## src/rtl/rx_block_decoder_64b66b.sv

```systemverilog
// 64b/66b receive block decoder: turns descrambled 66-bit blocks into XGMII words.
// Define RX_DEC_ORDERED_SET_EN to decode ordered-set block types.
module rx_block_decoder_64b66b (
    input  logic        clk,
    input  logic        reset_n,
    input  logic [1:0]  s_axis_ttype,
    input  logic [63:0] s_axis_tdata,
    input  logic        s_axis_tvalid,
    output logic        s_axis_tready,
    output logic [63:0] m_axis_tdata,
    output logic [7:0]  m_axis_tctrl,
    output logic        m_axis_tvalid,
    input  logic        m_axis_tready,
    output logic        blk_err
);
    typedef enum logic [1:0] {RX_INIT, RX_C, RX_D, RX_E} rx_state_t;
    typedef enum logic [2:0] {BLK_C, BLK_S, BLK_T, BLK_D, BLK_E} blk_type_t;

    localparam logic [63:0] EBLOCK_DATA = 64'hFEFE_FEFE_FEFE_FEFE;
    localparam logic [7:0]  EBLOCK_CTRL = 8'hFF;
    localparam logic [63:0] LBLOCK_DATA = 64'h0100_009C_0100_009C;
    localparam logic [7:0]  LBLOCK_CTRL = 8'h11;

    rx_state_t   state_q;
    logic        m_valid_q;
    logic [63:0] m_data_q;
    logic [7:0]  m_ctrl_q;
    logic        blk_err_q;

    blk_type_t   dec_type;
    logic [63:0] dec_data;
    logic [7:0]  dec_ctrl;
    logic [63:0] c_word;
    logic [7:0]  c_bad;
    logic [2:0]  term_k;
    logic        is_term;
    logic        term_bad;
    logic        accept;

    // Returns {invalid, xgmii_char} for a 7-bit control code.
    function automatic logic [8:0] map_code(input logic [6:0] code);
        case (code)
            7'h00:   map_code = {1'b0, 8'h07};
            7'h1E:   map_code = {1'b0, 8'hFE};
            default: map_code = {1'b1, 8'hFE};
        endcase
    endfunction

`ifdef RX_DEC_ORDERED_SET_EN
    logic [8:0] o0_m;
    logic [8:0] o4_m;

    function automatic logic [8:0] map_oset(input logic [3:0] code);
        case (code)
            4'h0:    map_oset = {1'b0, 8'h9C};
            4'hF:    map_oset = {1'b0, 8'h5C};
            default: map_oset = {1'b1, 8'h9C};
        endcase
    endfunction

    assign o0_m = map_oset(s_axis_tdata[35:32]);
    assign o4_m = map_oset(s_axis_tdata[39:36]);
`endif

    assign s_axis_tready = !m_valid_q || m_axis_tready;
    assign accept        = s_axis_tvalid && s_axis_tready;
    assign m_axis_tvalid = m_valid_q;
    assign m_axis_tdata  = m_data_q;
    assign m_axis_tctrl  = m_ctrl_q;
    assign blk_err       = blk_err_q;

    // Every 7-bit code slot sits at 8+7i regardless of block type.
    always_comb begin
        c_word = '0;
        c_bad  = '0;
        for (int i = 0; i < 8; i++) begin
            {c_bad[i], c_word[8*i +: 8]} = map_code(s_axis_tdata[8 + 7*i +: 7]);
        end
    end

    always_comb begin
        is_term = 1'b1;
        case (s_axis_tdata[7:0])
            8'h87:   term_k = 3'd0;
            8'h99:   term_k = 3'd1;
            8'hAA:   term_k = 3'd2;
            8'hB4:   term_k = 3'd3;
            8'hCC:   term_k = 3'd4;
            8'hD2:   term_k = 3'd5;
            8'hE1:   term_k = 3'd6;
            8'hFF:   term_k = 3'd7;
            default: begin
                term_k  = 3'd0;
                is_term = 1'b0;
            end
        endcase
    end

    always_comb begin
        dec_type = BLK_E;
        dec_data = s_axis_tdata;
        dec_ctrl = '0;
        term_bad = 1'b0;
        if (s_axis_ttype == 2'b01) begin
            dec_type = BLK_D;
        end else if (s_axis_ttype == 2'b10) begin
            dec_ctrl = 8'hFF;
            case (s_axis_tdata[7:0])
                8'h1E: begin
                    dec_data = c_word;
                    dec_type = (|c_bad) ? BLK_E : BLK_C;
                end
                8'h78: begin
                    dec_data = {s_axis_tdata[63:8], 8'hFB};
                    dec_ctrl = 8'h01;
                    dec_type = BLK_S;
                end
                8'h33: begin
                    dec_data = {s_axis_tdata[63:40], 8'hFB, c_word[31:0]};
                    dec_ctrl = 8'h1F;
                    dec_type = (|c_bad[3:0]) ? BLK_E : BLK_S;
                end
`ifdef RX_DEC_ORDERED_SET_EN
                8'h2D: begin
                    dec_data = {s_axis_tdata[63:40], o4_m[7:0], c_word[31:0]};
                    dec_ctrl = 8'h1F;
                    dec_type = (|c_bad[3:0] || o4_m[8]) ? BLK_E : BLK_C;
                end
                8'h4B: begin
                    dec_data = {c_word[63:32], s_axis_tdata[31:8], o0_m[7:0]};
                    dec_ctrl = 8'hF1;
                    dec_type = (|c_bad[7:4] || o0_m[8]) ? BLK_E : BLK_C;
                end
                8'h55: begin
                    dec_data = {s_axis_tdata[63:40], o4_m[7:0], s_axis_tdata[31:8], o0_m[7:0]};
                    dec_ctrl = 8'h11;
                    dec_type = (o0_m[8] || o4_m[8]) ? BLK_E : BLK_C;
                end
                8'h66: begin
                    dec_data = {s_axis_tdata[63:40], 8'hFB, s_axis_tdata[31:8], o0_m[7:0]};
                    dec_ctrl = 8'h11;
                    dec_type = o0_m[8] ? BLK_E : BLK_S;
                end
`endif
                default: begin
                    if (is_term) begin
                        // Lanes below k carry data from bytes 1..k; pad bits are skipped.
                        dec_data = c_word;
                        for (int j = 0; j < 7; j++) begin
                            if (3'(j) < term_k) begin
                                dec_data[8*j +: 8] = s_axis_tdata[8*j + 8 +: 8];
                                dec_ctrl[j]        = 1'b0;
                            end
                        end
                        for (int j = 0; j < 8; j++) begin
                            if (3'(j) > term_k) term_bad = term_bad | c_bad[j];
                        end
                        dec_data[{term_k, 3'b000} +: 8] = 8'hFD;
                        dec_type = term_bad ? BLK_E : BLK_T;
                    end
                end
            endcase
        end
    end

    always_ff @(posedge clk) begin
        if (!reset_n) begin
            state_q   <= RX_INIT;
            m_valid_q <= 1'b0;
            m_data_q  <= '0;
            m_ctrl_q  <= '0;
            blk_err_q <= 1'b0;
        end else begin
            blk_err_q <= 1'b0;
            if (accept) begin
                m_valid_q <= 1'b1;
                m_data_q  <= dec_data;
                m_ctrl_q  <= dec_ctrl;
                case (state_q)
                    RX_INIT: begin
                        if (dec_type == BLK_C) state_q <= RX_C;
                        else if (dec_type == BLK_S) state_q <= RX_D;
                        else begin
                            m_data_q  <= LBLOCK_DATA;
                            m_ctrl_q  <= LBLOCK_CTRL;
                            blk_err_q <= 1'b1;
                        end
                    end
                    RX_C: begin
                        if (dec_type == BLK_S) state_q <= RX_D;
                        else if (dec_type != BLK_C) begin
                            state_q   <= RX_E;
                            m_data_q  <= EBLOCK_DATA;
                            m_ctrl_q  <= EBLOCK_CTRL;
                            blk_err_q <= 1'b1;
                        end
                    end
                    RX_D: begin
                        if (dec_type == BLK_T) state_q <= RX_C;
                        else if (dec_type != BLK_D) begin
                            state_q   <= RX_E;
                            m_data_q  <= EBLOCK_DATA;
                            m_ctrl_q  <= EBLOCK_CTRL;
                            blk_err_q <= 1'b1;
                        end
                    end
                    default: begin
                        if (dec_type == BLK_C || dec_type == BLK_T) state_q <= RX_C;
                        else if (dec_type == BLK_D) state_q <= RX_D;
                        else begin
                            m_data_q  <= EBLOCK_DATA;
                            m_ctrl_q  <= EBLOCK_CTRL;
                            blk_err_q <= 1'b1;
                        end
                    end
                endcase
            end else if (m_axis_tready) begin
                m_valid_q <= 1'b0;
            end
        end
    end
endmodule
```

## config.mk

```make
export PLATFORM = sky130hd
export DESIGN_NAME = rx_block_decoder_64b66b
export DESIGN_NICKNAME = d
export VERILOG_FILES = /design/src/rtl/rx_block_decoder_64b66b.sv
export SDC_FILE = /design/constraint.sdc
export NUM_CORES = 1
export LEC_CHECK = 0
export BUFFER_PORTS_ARGS = -buffer_cell sky130_fd_sc_hd__buf_4
export CORE_MARGIN = 8
export CORE_UTILIZATION = 40
export DETAILED_ROUTE_END_ITERATION = 10
export GPL_ROUTABILITY_DRIVEN = 0
export SLEW_MARGIN = 20
export SYNTH_ARGS = -nofsm -noshare
export SYNTH_HDL_FRONTEND = slang
export SYNTH_SLANG_ARGS = --single-unit
```

## constraint.sdc

```tcl
create_clock -name clk -period 3.5 [get_ports clk]
set_clock_uncertainty 0.1 [all_clocks]
set_input_delay 0 -clock clk [delete_from_list [all_inputs] [get_ports clk]]
set_output_delay 0 -clock clk [all_outputs]
set_load 0.01 [all_outputs]
```

==> impl_metrics.toml <==
[placement]
io_buffer_count = 144
dpl-instance-area_um2 = 6960
hpwl_um = 18400
place_inst = 1032

[timing]
hold_viol_final = 0
tns_ns = 0
rsz0062_at_grt = "no"
clock.fmax_mhz = 296
whs_ns = 0.0131
relSlewSlack_pct = 34.3
min_period_ns = 3.37
worstMarginPinSlew_ns = 0.984
timing.final.crit_share_pct = 96.4
slew_violations = 0
setup_violations = 0

[global_route]
grt_first_pass_wirelength_um = 37300
grt_max_degree = 68
grt_pass1_vias = 6431
grt-ovfl-total = 0
antenna_found_initial = 0
grt_usage_pct = 26.0

[synth]
synthFlopType = "dfxtp_1"
syn_inst = 726
ys_types = 78
synth_area_leaders = "dfxtp_1 (27%), a21oi_1 (8.2%), o21ai_0 (6.4%)"
yosysTopAreaCellShare_pct = 27.1
synth_edf_count = 0
yosysWarnings = 0
yosysMostFrequentCell = "a21oi_1"
seq_area_frac_synth_pct = 27.1
async_reset_ff_share_pct = 0
syn_avg_cell_area_um2 = 7.74
synth-seq-cells = 76
syn_nets = 804
yosysTopAreaCell = "dfxtp_1"
synthesis.area_um2 = 5620
ys_top_cells_by_count = "a21oi_1 (92), dfxtp_1 (76), o21ai_0 (72)"

[floorplanning]
die_h_um = 135
num_rows = 43
io-pin-count = 145
die-width_um = 135
core_um2 = 13800
die-area_um2 = 18100
start_util_pct = 40.7

[layout]
area_growth_syn_to_layout_pct = 33.8
final_cells = 1073
finish.instance_area_um2 = 7520
fill_cells = 1287
drive_above_1_share_pct = 25.8
antennaDiodeCount = 0
nNetsFinal = 966

[run_status]
status = "finished, final reports clean"

[detailed_routing]
detail-route-antenna-nets = 0
drtIter0Drc = 1080
vias = 6849
routed_wirelength_um = 24200
drc_errors = 0
post_drt_wl_per_cell_um = 22.6
avgViaCountPerCell = 6.38
firstDrtPassIters = 5

[worst_setup_path]
path_buf_inv = 4
slowest_stage = "dlygate4sd3_1"
crit_required_ns = 3.68
slowest_delay_ns = 0.54
regToRegSetupSlack_ns = 1.17
crit_path_start = "s_axis_tdata[18]"
timing.rr.start = "state_q[0]"
worstPathMaxFanout = 10
critPathCapture = "m_axis_tdata[15]"
r2r_end = "m_axis_tdata[13]"
r2r_cells = 6
crit_type = "input port to register"
arrival_ns = 3.55
crit_path_start_kind = "input port"
crit_family = "compound AO/OA/AOI/OAI gates"
worst-path-stages = 11
crit_path_frequent_cell = "buf_4"
end_kind = "register"
worstPathCellList = "dlygate4sd3_1, buf_4, or4_4, a2111oi_2, nand4_2, a2111oi_4, buf_4, a2111o_1, buf_4, o311ai_0, a21oi_1"

[pwr]
p_comb_share_pct = 21.0
p_leak_nw = 2.83
power_frac_clock_pct = 40.1
intPower_mw = 1.73
p_total_mw = 2.45
pwr-share-seq_pct = 38.9
switching_share_pct = 29.4
ir_drop_mv = 0.186
p_per_area_nw_per_um2 = 326
power.switching_uw = 720

[clock_network]
h-tree-depth = 3
cts_root_buf = "clkbuf_16"
numCtsBuffers = 9
path_clk_slew_ns = 0.06
cts_tree = "yes"
clock_sink_count = 76
cts_max_path_buffers = 2
insertion_delay_ns = 0.35

[min_path]
hp-class = "input port to register"

[flow_run]
cap_violations = 0
-- registers in the layout (all words and copies together), names as in the netlist --
signal         flops
state_q            2
m_axis_tvalid      1
m_axis_tctrl       8
m_axis_tdata      64
blk_err            1
-- logic make-up (layout without fill, tap and decap cells) --
family	Yosys count	count (layout)	share of synthesized area, %
AOI/OAI and AO/OA	325	325	42.4
adders and majority gates	8	8	1.78
buffers and inverters	62	229	4.67
DFF	76	76	27.1
and+or+nand+nor	255	255	24.1
-- cells in the final DEF (no fill, tap or decap), drive strengths merged, types with 6 or more instances in the layout --
cell	instances
o211ai	20
nor4bb	6
a211oi	16
nand2	65
o21ai	75
or4	12
nand3	22
nor4	9
dlygate4sd3	24
clkbuf	10
ha	8
o21a	12
nand4	12
a2111oi	9
nor3	18
a221o	7
buf	176
a31oi	10
dfxtp	76
nor2	67
nand2b	8
o221a	27
inv	15
a22o	7
a21oi	93
or4bb	7
-- worst min-delay path by stage --
stage,startpoint,endpoint,slack (ns),cells past startpoint
6_report,s_axis_tdata[60],m_axis_tdata[60],0.01,4
3_3_place_gp,s_axis_tvalid,m_axis_tvalid,0.17,3
2_1_floorplan,s_axis_tvalid,m_axis_tvalid,0.04,2
5_1_grt,s_axis_tdata[60],m_axis_tdata[60],0.02,4
4_1_cts,s_axis_tdata[60],m_axis_tdata[60],0.005,4
3_5_place_dp,s_axis_tvalid,m_axis_tvalid,0.18,3
-- timing repair --
item	4_1_cts	5_1_grt
setup endpoints to repair	0	9
resized for setup	0	1
hold endpoints to repair	23	0
hold buffers	24	0
setup buffers	0	1
-- worst register-to-register path: cells and delay by family, from the launching register on --
| family | cells | cell delay (ns) |
|---|---|---|
| adders and majority gates | 1 | 0.38 |
| DFF | 1 | 0.37 |
| buffers and inverters | 2 | 0.38 |
| AOI/OAI and AO/OA | 3 | 0.99 |
-- power groups by stage --
stage / Combinational [mW] / Clock [mW] / Sequential, mW
final: 0.514 / 0.982 / 0.954
after global routing: 0.549 / 1.03 / 0.962
after CTS: 0.506 / 0.991 / 0.955
after detailed placement: 0.484 / 0 / 0.973
after global placement: 0.478 / 0 / 0.972
after floorplan: 0.197 / 0 / 0.993
-- area by class of cell --
| class | instances | area, µm² | area share (%) |
|---|---|---|---|
| multi-input combinational | 588 | 3840 | 51.1 |
| timing repair buffer | 200 | 1570 | 20.9 |
| sequential | 76 | 1520 | 20.2 |
| clock buffer | 10 | 239 | 3.18 |
| tap | 180 | 225 | 2.99 |
| clock inverter | 6 | 70.1 | 0.931 |
| inverter | 13 | 48.8 | 0.649 |
-- layer usage --
metal	global-route usage, %	wire, µm	vias to the layer above
li1	-	-	3160
met1	35.2	10300	3202
met2	39.2	10600	421
met3	5.13	2390	66
met4	10.9	867	0
met5	0	0	-
-- per-stage QoR --
stage,util [%],setup slack [ns]
2_1_floorplan,-,0.263
3_3_place_gp,50.3,-0.0445
3_5_place_dp,50.3,-0.0699
4_1_cts,54.3,0.0287
5_1_grt,54.4,0.0766
6_report,54.4,0.126
No activity file was read; power rests on OpenSTA's default activity.
